<file path="config.mk">
export PLATFORM = sky130hd
export DESIGN_NAME = decoder_rr_arbiter
export DESIGN_NICKNAME = d
export VERILOG_FILES = /design/src/rtl/arb_pkg.sv /design/src/rtl/grant_decoder_2to4.sv /design/src/rtl/decoder_rr_arbiter.sv
export SDC_FILE = /design/constraint.sdc
export NUM_CORES = 1
export LEC_CHECK = 0
export BUFFER_PORTS_ARGS = -buffer_cell sky130_fd_sc_hd__buf_4
export CELL_PAD_IN_SITES_DETAIL_PLACEMENT = 1
export CELL_PAD_IN_SITES_GLOBAL_PLACEMENT = 1
export CORE_MARGIN = 2
export CORE_UTILIZATION = 35
export DETAILED_ROUTE_END_ITERATION = 10
export PLACE_DENSITY_LB_ADDON = 0.1
export SLEW_MARGIN = 5
export SYNTH_ARGS = -nofsm -noshare
export SYNTH_HDL_FRONTEND = slang
export SYNTH_SLANG_ARGS = --single-unit
</file>
<file path="constraint.sdc">
create_clock -name clk -period 2.2 [get_ports clk]
set_input_delay 0.22 -clock clk [delete_from_list [all_inputs] [get_ports clk]]
set_output_delay 0.22 -clock clk [all_outputs]
set_load 0.05 [all_outputs]
</file>
<file path="src/rtl/arb_pkg.sv">
// Shared definitions for the four-client round-robin arbiter.
package arb_pkg;

  localparam int NUM_REQ = 4;

  typedef enum logic [0:0] {
    IDLE  = 1'b0,
    GRANT = 1'b1
  } arb_state_e;

  // First set bit of req when scanning start, start+1, ... (mod 4).
  // Returns start when req is empty; callers only use it with req != 0.
  function automatic logic [1:0] next_winner(input logic [NUM_REQ-1:0] req,
                                             input logic [1:0] start);
    logic [1:0] idx;
    logic       found;
    next_winner = start;
    found       = 1'b0;
    for (int i = 0; i < NUM_REQ; i++) begin
      idx = start + 2'(i);
      if (!found && req[idx]) begin
        next_winner = idx;
        found       = 1'b1;
      end
    end
  endfunction

endpackage

</file>
<file path="src/rtl/grant_decoder_2to4.sv">
// 2-to-4 one-hot decode of the winning index, gated by the grant-valid flag.
module grant_decoder_2to4
  import arb_pkg::*;
(
  input  logic [1:0]         idx,
  input  logic               valid,
  output logic [NUM_REQ-1:0] onehot
);

  // One grant line per client; at most one can match idx.
  for (genvar gi = 0; gi < NUM_REQ; gi++) begin : g_line
    assign onehot[gi] = valid && (idx == 2'(gi));
  end

endmodule

</file>
<file path="src/rtl/decoder_rr_arbiter.sv">
// Four-client round-robin arbiter with a bounded hold time. The winner index
// and grant-valid flag are registered; per-client grant lines are decoded
// from them, so no input reaches an output combinationally.
module decoder_rr_arbiter
  import arb_pkg::*;
#(
  parameter int MAX_HOLD = 8
) (
  input  logic               clk,
  input  logic               reset,
  input  logic               en,
  input  logic [NUM_REQ-1:0] req,
  output logic [NUM_REQ-1:0] gnt,
  output logic [1:0]         gnt_idx,
  output logic               gnt_valid,
  output logic               timeout
);

  localparam int HW = $clog2(MAX_HOLD);
  localparam logic [HW-1:0] HOLD_LAST = HW'(MAX_HOLD - 1);

  arb_state_e         state_q, state_d;
  logic [1:0]         idx_q, idx_d;
  logic [1:0]         ptr_q, ptr_d;
  logic [HW-1:0]      hold_q, hold_d;
  logic               timeout_q, timeout_d;
  logic [NUM_REQ-1:0] others;
  logic [1:0]         after_w;

  // Requests from everyone except the current holder, and the slot after it.
  assign others  = req & ~(4'b0001 << idx_q);
  assign after_w = idx_q + 2'd1;

  // Next-state arbitration: release, hold-limit revoke, saturate or count.
  always_comb begin
    state_d   = state_q;
    idx_d     = idx_q;
    ptr_d     = ptr_q;
    hold_d    = hold_q;
    timeout_d = 1'b0;
    case (state_q)
      IDLE: begin
        if (en && (req != '0)) begin
          state_d = GRANT;
          idx_d   = next_winner(req, ptr_q);
          hold_d  = '0;
        end
      end
      GRANT: begin
        if (!req[idx_q]) begin
          // Holder released: hand off directly if someone else is waiting.
          ptr_d  = after_w;
          hold_d = '0;
          if (en && (req != '0)) begin
            idx_d = next_winner(req, after_w);
          end else begin
            state_d = IDLE;
            idx_d   = 2'd0;
          end
        end else if (hold_q == HOLD_LAST) begin
          // Hold limit reached: revoke only if enabled and someone is waiting;
          // otherwise the counter simply stays at its last value.
          if (en && (others != '0)) begin
            idx_d     = next_winner(others, after_w);
            ptr_d     = after_w;
            hold_d    = '0;
            timeout_d = 1'b1;
          end
        end else begin
          hold_d = hold_q + HW'(1);
        end
      end
      default: begin
        state_d = IDLE;
        idx_d   = 2'd0;
        hold_d  = '0;
      end
    endcase
  end

  // State registers with synchronous active-low reset.
  always_ff @(posedge clk) begin
    if (!reset) begin
      state_q   <= IDLE;
      idx_q     <= 2'd0;
      ptr_q     <= 2'd0;
      hold_q    <= '0;
      timeout_q <= 1'b0;
    end else begin
      state_q   <= state_d;
      idx_q     <= idx_d;
      ptr_q     <= ptr_d;
      hold_q    <= hold_d;
      timeout_q <= timeout_d;
    end
  end

  assign gnt_valid = (state_q == GRANT);
  assign gnt_idx   = idx_q;
  assign timeout   = timeout_q;

  grant_decoder_2to4 u_dec (
    .idx    (idx_q),
    .valid  (gnt_valid),
    .onehot (gnt)
  );

endmodule

</file>
* After elaboration in Yosys (flattened, before gate mapping)
Cells that the tools add are included.
** Cells by class
- $lt $le $gt $ge :: 9
- Shifts and indexed selects :: 1
- Multiplexer cells :: 89
- Equal/unequal tests :: 10
- Reductions and logical operators :: 31
- Bitwise logic cells :: 3
- Add/sub/neg operators :: 8
** Operators with widths (count)
- 1-bit 2-to-1 mux :: 52
- 2-bit 2-to-1 mux :: 17
- 2-bit by 3-bit less-than comparator with 1-bit output, second input constant :: 9
- 1-bit binary-select mux with 2-bit select :: 13
- 1-bit logical AND :: 15
- 3-bit 2-to-1 mux :: 4
- 1-bit zero test :: 9
- 2-bit adder, second input constant :: 4
- 4-bit nonzero test :: 2
- 2-bit by 1-bit adder with 2-bit output, second input constant :: 3
- 3-bit by 2-bit != test with 1-bit output, second input constant :: 2
- 3-bit case mux with 2 select lines :: 1
- 3-bit AND reduction :: 2
- 4-bit bitwise AND :: 1
- 2-bit == test, second input constant :: 2
- 2-bit by 1-bit != test with 1-bit output, second input constant :: 2
- 4-bit by 3-bit != test with 1-bit output, second input constant :: 1
- 4-bit NOT :: 1
- 2-bit case mux with 2 select lines :: 1
- 4-bit AND reduction :: 1
- 1-bit by 2-bit << shifter with 4-bit output, first input constant :: 1
- 3-bit by 1-bit adder with 3-bit output, second input constant :: 1
- 3-bit == test, second input constant :: 1
- 2-bit by 1-bit == test with 1-bit output, second input constant :: 1
- 5 further kinds :: 5
** Word-level totals
- Flip-flop bits (word level) :: 9
- Bits of input ports :: 7
- Word-level logic and storage cells :: 156
- Output and inout port bits :: 8

* Logic depth before layout (Yosys ltp)
Gate-level depths: netlist of run 1.
- Depth after elaboration :: 31
- Mapped depth :: 10
- Depth with buffers taken out :: 8

* Cells and area by module
A second synthesis of run 1 with hierarchy kept.
** Unflattened totals
- Cell total of the unflattened synthesis :: 135
- Area total of the unflattened synthesis :: 1034.7 um2
** By module, submodules not included
- decoder_rr_arbiter :: instances 1, area each 997.2 um2, seq. area each 180.2 um2, cells each 131
- grant_decoder_2to4 :: instances 1, area each 37.5 um2, seq. area each 0.0 um2, cells each 4

* Worst setup path before layout of run 1
Ideal clock, no wire load.
- Kind :: flip-flop to flip-flop
- Start point :: reg idx_q[0], in the netlist gnt_idx[0]
- End point :: reg idx_q[0], in the netlist gnt_idx[0]
- Required time :: 2.114 ns
- Data arrival time :: 2.448 ns
- Cell stages (with the launch flop) :: 10
- Path buffers :: 2
- Slack :: -0.333 ns
- Setup time :: 0.086 ns
- Period minus slack after synthesis :: 2.533 ns
- Cells stage by stage :: dfxtp_1 buf_2 inv_1 ha_1 clkbuf_1 nor4_1 nor4_1 nand3_1 o311a_1 a211oi_1
** RTL lines
- from (decl) :: line decoder_rr_arbiter.sv:23 : logic [1:0] idx_q, idx_d;
- from (signal assigned) :: line decoder_rr_arbiter.sv:91 : idx_q <= idx_d;
- 2-bit by 1-bit adder with 2-bit output * :: line decoder_rr_arbiter.sv:32 : assign after_w = idx_q + 2'd1;
- named net after_w[0] :: line decoder_rr_arbiter.sv:28 : logic [1:0] after_w;
- 1-bit binary-select mux with 2-bit select :: line arb_pkg.sv:21 : if (!found && req[idx]) begin
- 1-bit 2-to-1 mux (not written as such) :: line arb_pkg.sv:21
- 1-bit 2-to-1 mux :: line arb_pkg.sv:21
- 1-bit 2-to-1 mux :: line decoder_rr_arbiter.sv:63 : if (en && (others != '0)) begin
- 1-bit 2-to-1 mux :: line decoder_rr_arbiter.sv:60 : end else if (hold_q == HOLD_LAST) begin
- 1-bit 2-to-1 mux :: line decoder_rr_arbiter.sv:50 : if (!req[idx_q]) begin
- [... 14 more ...]
- 1-bit 2-to-1 mux :: line decoder_rr_arbiter.sv:41 : case (state_q)
- 1-bit zero test :: line arb_pkg.sv:21
- 1-bit logical AND :: line arb_pkg.sv:21
- 2-bit 2-to-1 mux :: line arb_pkg.sv:21
- 2-bit 2-to-1 mux :: line decoder_rr_arbiter.sv:63
- 2-bit 2-to-1 mux :: line decoder_rr_arbiter.sv:60
- 2-bit 2-to-1 mux * :: line decoder_rr_arbiter.sv:50
- 2-bit case mux with 2 select lines * :: line decoder_rr_arbiter.sv:41
The timed path passes the listed nets; every way through them passes the cells marked *. The select of a mux whose other input is x is not followed.
A chain may end at the register's enable or synchronous reset.

* Final worst setup path of run 1
Same ends and word-level chain as after synthesis.

==> run metrics, run 1 <==
Max VDD drop=about 420 uV; commonest non-fill, non-tap cell in the layout=buf_4; die height=56.2 um; Switching Share=0.417; Die W=about 56 um; Synth Flop Type=dfxtp_1; Yosys warnings=0; unrepaired setup endpoints after global routing=true; Tmin final=2.05 ns; I/O pin count=15; fin crit share=0.934; CTS Buffer Depth=2; Clock Latency Late Sink=0.27 ns; Worst Setup Path Type=reg -> reg; Post-synth EDFFs=0; flops & latches, synth=9; combinational power share=0.504; Slew headroom=0.724; critical path launch point type=flip-flop; detailed placement HPWL=between 2 and 2.5 mm; Final Wtd Congestion=between 0.8 and 0.9; layout cells sized above 1=0.291; Clock transition at path regs=0.07 ns; first-pass GRT wire length=4.53 mm; Initial Utilization=0.377; core area=between 2000 and 3000 sq um; DRT Pass-1 Iters=4; post-synthesis cell type count=48; Vias=a little under 1,000; Syn Inst Count=about 130; routed vias/inst=5.70; FF-to-FF End=gnt_idx[0]; initial antenna violation count=0; Hold Path End=gnt_idx[1]; Syn Area/Cell=7.62 sq um; Setup Skew=0.0132 ns; outcome=complete, no violations; DR iter-0 viols=19; HP Class=in -> reg; max-capacitance violation count=0; Sinks on Clock Net=9; sw power=0.271 mW; pre-CTS setup slack=0.0825 ns; final hold violation count=0; R2R depth=9; Syn Std Cell Area=952 sq um; Yosys top cell by area=dfxtp_1; register area share after synthesis=0.189; n_diodes=0; CTS tree=done; hold wc startpoint=reset; placed inst area=around 1100 sq um; DRC errors left=0; ys async rst share=0; Clk pwr share=0.202; vias in the first global route=between 900 and 1,000; WL per Instance=~15 um; CP required=~2.4 ns; leading cell types in the layout, fill and taps excluded=buf_4 (21), nor2_1 (11), nand2_1 (8); Std-Cell Rows=18; CP Capture Type=flip-flop; power per cell area=approximately 550 nW/um^2; buffers added on ports=14; Min-Delay Path Depth=3; Syn Nets=138; RR Startpoint=gnt_idx[0]; cts bufs inserted=3; PnR worst setup slack=~0.15 ns; largest net degree at the start of global routing=16; H-Tree Depth=1; NumNets Final=between 150 and 200; Synth area leaders=dfxtp_1 (19%), ha_1 (7.9%), nor2_1 (4.3%), nand2b_1 (3.3%), a21oi_1 (3.2%); Sequential Power Share=0.294; CTS Hold Buffers Added=0; Crit Path Max Fanout=6; CP arrival=between 2 and 2.5 ns; internal power=around 0.38 mW; Tot GR Track Use=0.178; antenna-violating nets left=0; Slew Limit Fails=0; Layout area overhead=23.5%; die area=3150 sq um; Yosys top cell area share=0.189; total gr overflow=0; Final Setup Violations=0; Clk Tree Root Cell=clkbuf_4; measured slew at the worst slew-check pin=approximately 0.4 ns; LEAKAGE=roughly 0.48 nW; Register-to-Register Setup Slack=~0.15 ns; post-route cell area=between 1000 and 1500 sq um; Achievable Freq=slightly below 500 MHz; PnR Total Power=around 0.65 mW; drt total wl=about 2.6 mm
## metal layers
| layer | GRT usage | share of wire | up-vias |
|---|---|---|---|
| li1 | - | - | 498 |
| met1 | 0.234 | 0.50 | 460 |
| met2 | 0.299 | 0.47 | 15 |
| met3 | 0.0395 | 0.027 | 2 |
| met4 | 0.0306 | 0.0065 | 0 |
| met5 | 0 | 0 | - |
## cells in the mapped netlist, types with 2 or more instances
cell / number
a211oi_1: 3
a21oi_1: 6
a221oi_1: 2
a31oi_1: 2
a32oi_1: 2
and2_1: 4
and4_1: 2
buf_2: 2
clkbuf_1: 6
dfxtp_1: 9
ha_1: 6
inv_1: 7
mux2i_1: 2
nand2_1: 8
nand2b_1: 5
nand3_1: 3
nor2_1: 11
nor2b_1: 4
nor3_1: 5
nor4_1: 3
o21ai_0: 5
or2b_1: 2
## logic make-up after synthesis
family / after synthesis / synth area share
fa+ha+maj: 6 / 0.0788
simple gates: 55 / 0.318
buf+inv: 16 / 0.0736
mux: 3 / 0.0447
compound gates: 36 / 0.296
flops: 9 / 0.189
## critical path, cell delays in order, from the launching register on
cell and delay [ns]:
dfxtp_4 0.39, inv_1 0.09, ha_1 0.24, nand2b_4 0.16
and4_1 0.21, nor4_2 0.26, buf_4 0.15, nand3_1 0.09
o311a_1 0.15, a211oi_1 0.22
## what timing repair did
item                                   4_1_cts  5_1_grt
endpoints found under the hold margin        0        0
gates resized for setup                      0        8
buffers inserted                             0        0
setup endpoints to repair                    0        4
## registers in the layout, summed over array words and instances (netlist names)
| register | flops |
|---|---|
| timeout | 1 |
| gnt_valid | 1 |
| ptr_q | 2 |
| hold_q | 3 |
| gnt_idx | 2 |
## power by group through the flow
stage	Sequential (mW)	Clock [mW]	Combinational [mW]
6_report	0.191	0.131	0.328
5_1_grt	0.193	0.143	0.359
4_1_cts	0.192	0.137	0.313
3_5_place_dp	0.195	0	0.312
3_3_place_gp	0.193	0	0.307
2_1_floorplan	0.212	0	0.197
## metrics by stage
| stage | TNS, ns | hold WS, ns | util | std cells |
|---|---|---|---|---|
| finish | 0 | 0.202 | 0.466 | 171 |
| global route | -0.0235 | 0.223 | 0.466 | 171 |
| CTS | 0 | 0.197 | 0.450 | 171 |
| detailed placement | 0 | 0.471 | 0.439 | 167 |
| global placement | 0 | 0.458 | 0.439 | 167 |
| floorplan | 0 | 0.350 | - | 125 |
## worst max path at each step
stage	start	endpoint	slack, ns	depth (start not counted)
finish	gnt_idx[0]	gnt_idx[0]	0.15	9
global route	gnt_idx[1]	gnt_idx[0]	-0.02	9
detailed placement	gnt_idx[0]	gnt_idx[1]	0.08	7
global placement	gnt_idx[0]	gnt_idx[1]	0.10	7
CTS	gnt_idx[0]	gnt_idx[1]	0.06	7
floorplan	gnt_idx[0]	gnt_idx[0]	0.008	9
## final cells by class
cell class	instances	area [sq um]
multi-input combinational	100	742
inverter	7	26.3
tap	30	37.5
fill	321	1350
clock inverter	1	5.00
clock buffer	3	22.5
sequential	9	185
timing repair buffer	21	158
No activity file was read; power rests on OpenSTA's default activity.
==> run 2, diff against run 1 <==
- CORE_MARGIN: 2 -> 4
==> run 2 against run 1 <==
Compared with the run above: highest routed layer unchanged; worst hold slack better by 0.0081 ns; largest cell class unchanged; register-to-register slack worse by 0.02 ns; final area is 0.21% lower; largest power group unchanged; wire length is 4.8% higher.
==> run metrics, run 2 (synthesis results as in run 1) <==
buffers added on ports=14 (unchanged); commonest non-fill, non-tap cell in the layout=buf_4; Achievable Freq=481 MHz (-1.1%); post-route cell area=1170 sq um (-0.21%); NumNets Final=155 (unchanged); DRC errors left=0 (unchanged); CP Capture Type=flip-flop; fillcell total=329 (+2.5%); Clk Tree Root Cell=clkbuf_4; n_diodes=0 (unchanged); final hold violation count=0 (unchanged); fin crit share=0.944 (+0.0108); Setup Skew=0.00496 ns (-0.00826 ns); placed cells=167 (unchanged); first-pass GRT wire length=4.80 mm (+5.8%); detailed placement HPWL=2.18 mm (+1.4%); core area=2540 sq um (+0.89%); HP Class=in -> reg; cts bufs inserted=3 (unchanged); PnR worst setup slack=0.122 ns (-0.0238 ns); die height=60.2 um (+7.1%); sw power=0.265 mW (-2.3%); Vias=990 (+1.5%); Switching Share=0.411 (-0.00604); Worst Setup Path Type=reg -> reg; CTS Buffer Depth=2 (unchanged); Final Setup Violations=0 (unchanged); initial antenna violation count=0 (unchanged); layout cells sized above 1=0.277 (-0.0142); antenna-violating nets left=0 (unchanged); Crit Path Max Fanout=6 (unchanged); Initial Utilization=0.374 (-0.00334); Final Wtd Congestion=0.842 (+2.1%); WL per Instance=16.0 um (+4.8%); final core area utilization=0.461 (-0.00511); Tot GR Track Use=0.176 (-0.00140); CTS tree=done; vias in the first global route=1,009 (+4.7%); Slew headroom=0.722 (-0.00119); LEAKAGE=0.476 nW (-1.2%); die area=3620 sq um (+15%); internal power=0.380 mW (+0.13%); DR iter-0 viols=17 (-2); DRT Pass-1 Iters=4 (unchanged); combinational power share=0.509 (+0.005); non-filler cells, final=171 (unchanged); I/O pin count=15 (unchanged); Sinks on Clock Net=9 (unchanged); critical path launch point type=flip-flop; Clk pwr share=0.196 (-0.006); drt total wl=2.74 mm (+4.8%); max-capacitance violation count=0 (unchanged); Largest Register=hold_q; total gr overflow=0 (unchanged); Clock Latency Late Sink=0.27 ns (about the same); Max VDD drop=309 uV (-27%); pre-CTS setup slack=0.0428 ns (-0.0397 ns); Slew Limit Fails=0 (unchanged); setup tns final=0 ns (unchanged); max FFs per register=3 (unchanged); Tmin final=2.08 ns (+0.0238 ns); CP arrival=2.23 ns (about the same); hold_ws=0.211 ns (+0.00813 ns); routed vias/inst=5.79 (+1.5%); CP required=2.35 ns (-0.03 ns); Die W=60.2 um (+7.1%); leading cell types in the layout, fill and taps excluded=buf_4 (21), nor2_1 (11), nand2_1 (8); Sequential Power Share=0.295 (about the same); outcome=complete, no violations; power per cell area=549 nW/um^2 (-0.68%); measured slew at the worst slew-check pin=0.414 ns (+0.00369 ns); Layout area overhead=23.3%; Clock transition at path regs=0.06 ns (about the same); largest net degree at the start of global routing=18 (+2); H-Tree Depth=1 (unchanged); Std-Cell Rows=18 (unchanged); PnR Total Power=0.645 mW (-0.89%); placed inst area=1110 sq um (unchanged)
[run 2: timing repair]
item	in CTS	in global routing
hold buffers	0	0
setup endpoints to repair	0	4
gates resized for setup	0	7
buffers inserted	0	0
[run 2: power by group through the flow]
stage               registers, mW  logic (mW)  clock network, mW
finish                      0.190       0.328              0.127
global route                0.192       0.362              0.144
CTS                         0.190       0.314              0.132
detailed placement          0.193       0.313                  0
global placement            0.192       0.310                  0
floorplan                   0.212       0.197                  0
[run 2: final cells by class]
cell class	count	area, sq um	area share
multi-input combinational	100	741	0.631
sequential	9	185	0.158
timing repair buffer	21	158	0.134
tap	30	37.5	0.0320
clock buffer	4	26.3	0.0224
inverter	7	26.3	0.0224
[run 2: path summary, 6_finish.rpt]
path / from / endpoint / slack (ns) / cells after the start
setup reg to reg: gnt_idx[1] / gnt_idx[1] / 0.12 / 8
hold reg to reg: hold_q[2] / hold_q[2] / 0.49 / 2
setup / recovery: gnt_idx[1] / gnt_idx[1] / 0.12 / 8
hold / removal: reset / gnt_idx[1] / 0.21 / 3
[run 2: routing by layer]
metal | track usage | share of wire
met1 | 0.222 | 0.47
met5 | 0 | 0
met4 | 0.0633 | 0.019
met2 | 0.290 | 0.48
met3 | 0.0410 | 0.036
[run 2: critical path: stages (launching register included)]
cell      delay (ns)
dfxtp_2         0.40
inv_1           0.08
ha_1            0.21
nor2b_1         0.33
o41ai_4         0.15
or2_2           0.33
a221oi_1        0.23
o22a_1          0.17
a21oi_1         0.06
==> run 3, diff against run 2 <==
- ABC_AREA: not set -> 0
- CORE_UTILIZATION: 35 -> 36
- PLACE_DENSITY: not set -> 0.7
- PLACE_DENSITY_LB_ADDON: 0.1 -> not set
==> run 3 against run 2 <==
Compared with the run above: non-clock buffer count did not move; sequential power barely moved; worst hold slack improved by 0.020 ns; combinational power barely moved; critical path depth did not move; largest cell class unchanged; highest routed layer unchanged.
==> run metrics, run 3 (synthesis results as in run 1) <==
outcome=complete, no violations; largest net degree at the start of global routing=18 (unchanged); cts bufs inserted=3 (unchanged); pre-CTS setup slack=0.0520 ns (+0.00924 ns); detailed placement HPWL=2.18 mm (+0.28%); final hold violation count=0 (unchanged); power per cell area=554 nW/um^2 (+0.82%); critical path launch point type=flip-flop; Initial Utilization=0.381 (+0.00674); antenna-violating nets left=0 (unchanged); Tot GR Track Use=0.181 (+0.00447); routed vias/inst=5.86 (+1.2%); measured slew at the worst slew-check pin=0.410 ns (-0.00390 ns); Die W=59.4 um (-1.2%); die height=59.4 um (-1.2%); PnR Total Power=0.650 mW (+0.82%); Slew Limit Fails=0 (unchanged); leading cell types in the layout, fill and taps excluded=buf_4 (21), nor2_1 (11), nand2_1 (8); Slew headroom=0.725 (+0.00261); final core area utilization=0.469 (+0.00831); CP Capture Type=flip-flop; CP required=2.37 ns (+0.02 ns); CTS tree=done; commonest non-fill, non-tap cell in the layout=buf_4; fin crit share=0.920 (-0.0242); Sequential Power Share=0.291 (-0.004); drt total wl=2.76 mm (+0.77%); Final Setup Violations=0 (unchanged); Final Wtd Congestion=0.803 (-4.6%); LEAKAGE=0.476 nW (about the same); Clk Tree Root Cell=clkbuf_4; I/O pin count=15 (unchanged); postcts setup bufs=0 (unchanged); hold_ws=0.231 ns (+0.0200 ns); buffers added on ports=14 (unchanged); Crit Path Max Fanout=6 (unchanged); first-pass GRT wire length=4.93 mm (+2.7%); CTS Buffer Depth=2 (unchanged); PnR worst setup slack=0.176 ns (+0.0532 ns); Vias=1,002 (+1.2%); post-route cell area=1170 sq um (unchanged); Register-to-Register Setup Slack=0.18 ns (+0.05 ns); Sinks on Clock Net=9 (unchanged); placed cells=167 (unchanged); Worst Setup Path Type=reg -> reg; Achievable Freq=494 MHz (+2.6%); Switching Share=0.414 (+0.00283); fillcell total=324 (-1.5%); n_diodes=0 (unchanged); combinational power share=0.509 (about the same); Setup Skew=0.00228 ns (-0.00268 ns); DRC errors left=0 (unchanged); layout cells sized above 1=0.291 (+0.0142); sw power=0.269 mW (+1.5%); internal power=0.381 mW (+0.34%); die area=3530 sq um (-2.4%); WL per Instance=16.2 um (+0.77%); HP Class=in -> reg; placed inst area=1110 sq um (unchanged); max FFs per register=3 (unchanged); Layout area overhead=23.3% (unchanged); setup tns final=0 ns (unchanged); CP arrival=2.20 ns (-0.03 ns); Clock Latency Late Sink=0.26 ns (about the same); CTS Hold Buffers Added=0 (unchanged); NumNets Final=155 (unchanged); H-Tree Depth=1 (unchanged); max-capacitance violation count=0 (unchanged); DR iter-0 viols=14 (-3); vias in the first global route=1,001 (-0.79%); DRT Pass-1 Iters=4 (unchanged); Largest Register=hold_q; non-filler cells, final=171 (unchanged); Clk pwr share=0.200 (+0.004); Clock transition at path regs=0.06 ns (about the same); Tmin final=2.02 ns (-0.0532 ns); Max VDD drop=344 uV (+11%); total gr overflow=0 (unchanged); initial antenna violation count=0 (unchanged); Std-Cell Rows=18 (unchanged); core area=2500 sq um (-1.8%)
==> run 3: cell types whose count changed in the layout (fill, tap and decap cells not counted) <==
cell,change
nand2b_2,+1
nand2b_4,-1
nor2b_1,-2
nor2b_2,+2
==> run 3: worst paths after layout <==
path                                 start  cells past startpoint    endpoint
worst max-delay path            gnt_idx[1]                      8  gnt_idx[0]
worst min register to register   hold_q[2]                      2   hold_q[2]
worst min-delay path                 reset                      3  gnt_idx[1]
worst max register to register  gnt_idx[1]                      8  gnt_idx[0]
==> run 3: power by group through the flow <==
stage	combinational (mW)	sequential [mW]	clock, mW
2_1_floorplan	0.197	0.212	0
3_3_place_gp	0.308	0.192	0
3_5_place_dp	0.315	0.193	0
4_1_cts	0.317	0.189	0.135
5_1_grt	0.368	0.192	0.148
6_report	0.331	0.189	0.130
==> run 3: per-layer routing <==
metal,up-vias,routed length [um],GRT usage
met5,-,0,0
met4,0,10,0.0194
met3,2,100,0.0414
met2,14,1370,0.300
met1,489,1280,0.245
li1,497,-,-
==> run 3: what timing repair did <==
item | in CTS | in global routing
endpoints found under the setup margin | 0 | 4
resized for setup | 0 | 9
endpoints found under the hold margin | 0 | 0
==> run 3: layout make-up <==
cell class,instances,area (sq um),area share
multi-input cells,100,741,0.631
well taps,30,37.5,0.0320
repair buffers,21,158,0.134
clock buffers,4,26.3,0.0224
inverters,7,26.3,0.0224
flip-flops and latches,9,185,0.158
==> run 3: worst max-delay path, stage by stage (launching register included) <==
cell and delay [ns]:
dfxtp_2 0.41, inv_1 0.08, ha_1 0.22, or2b_1 0.29
a2111oi_1 0.39, nor3_1 0.12, nand3_1 0.14, o31ai_1 0.08
a211oi_1 0.21
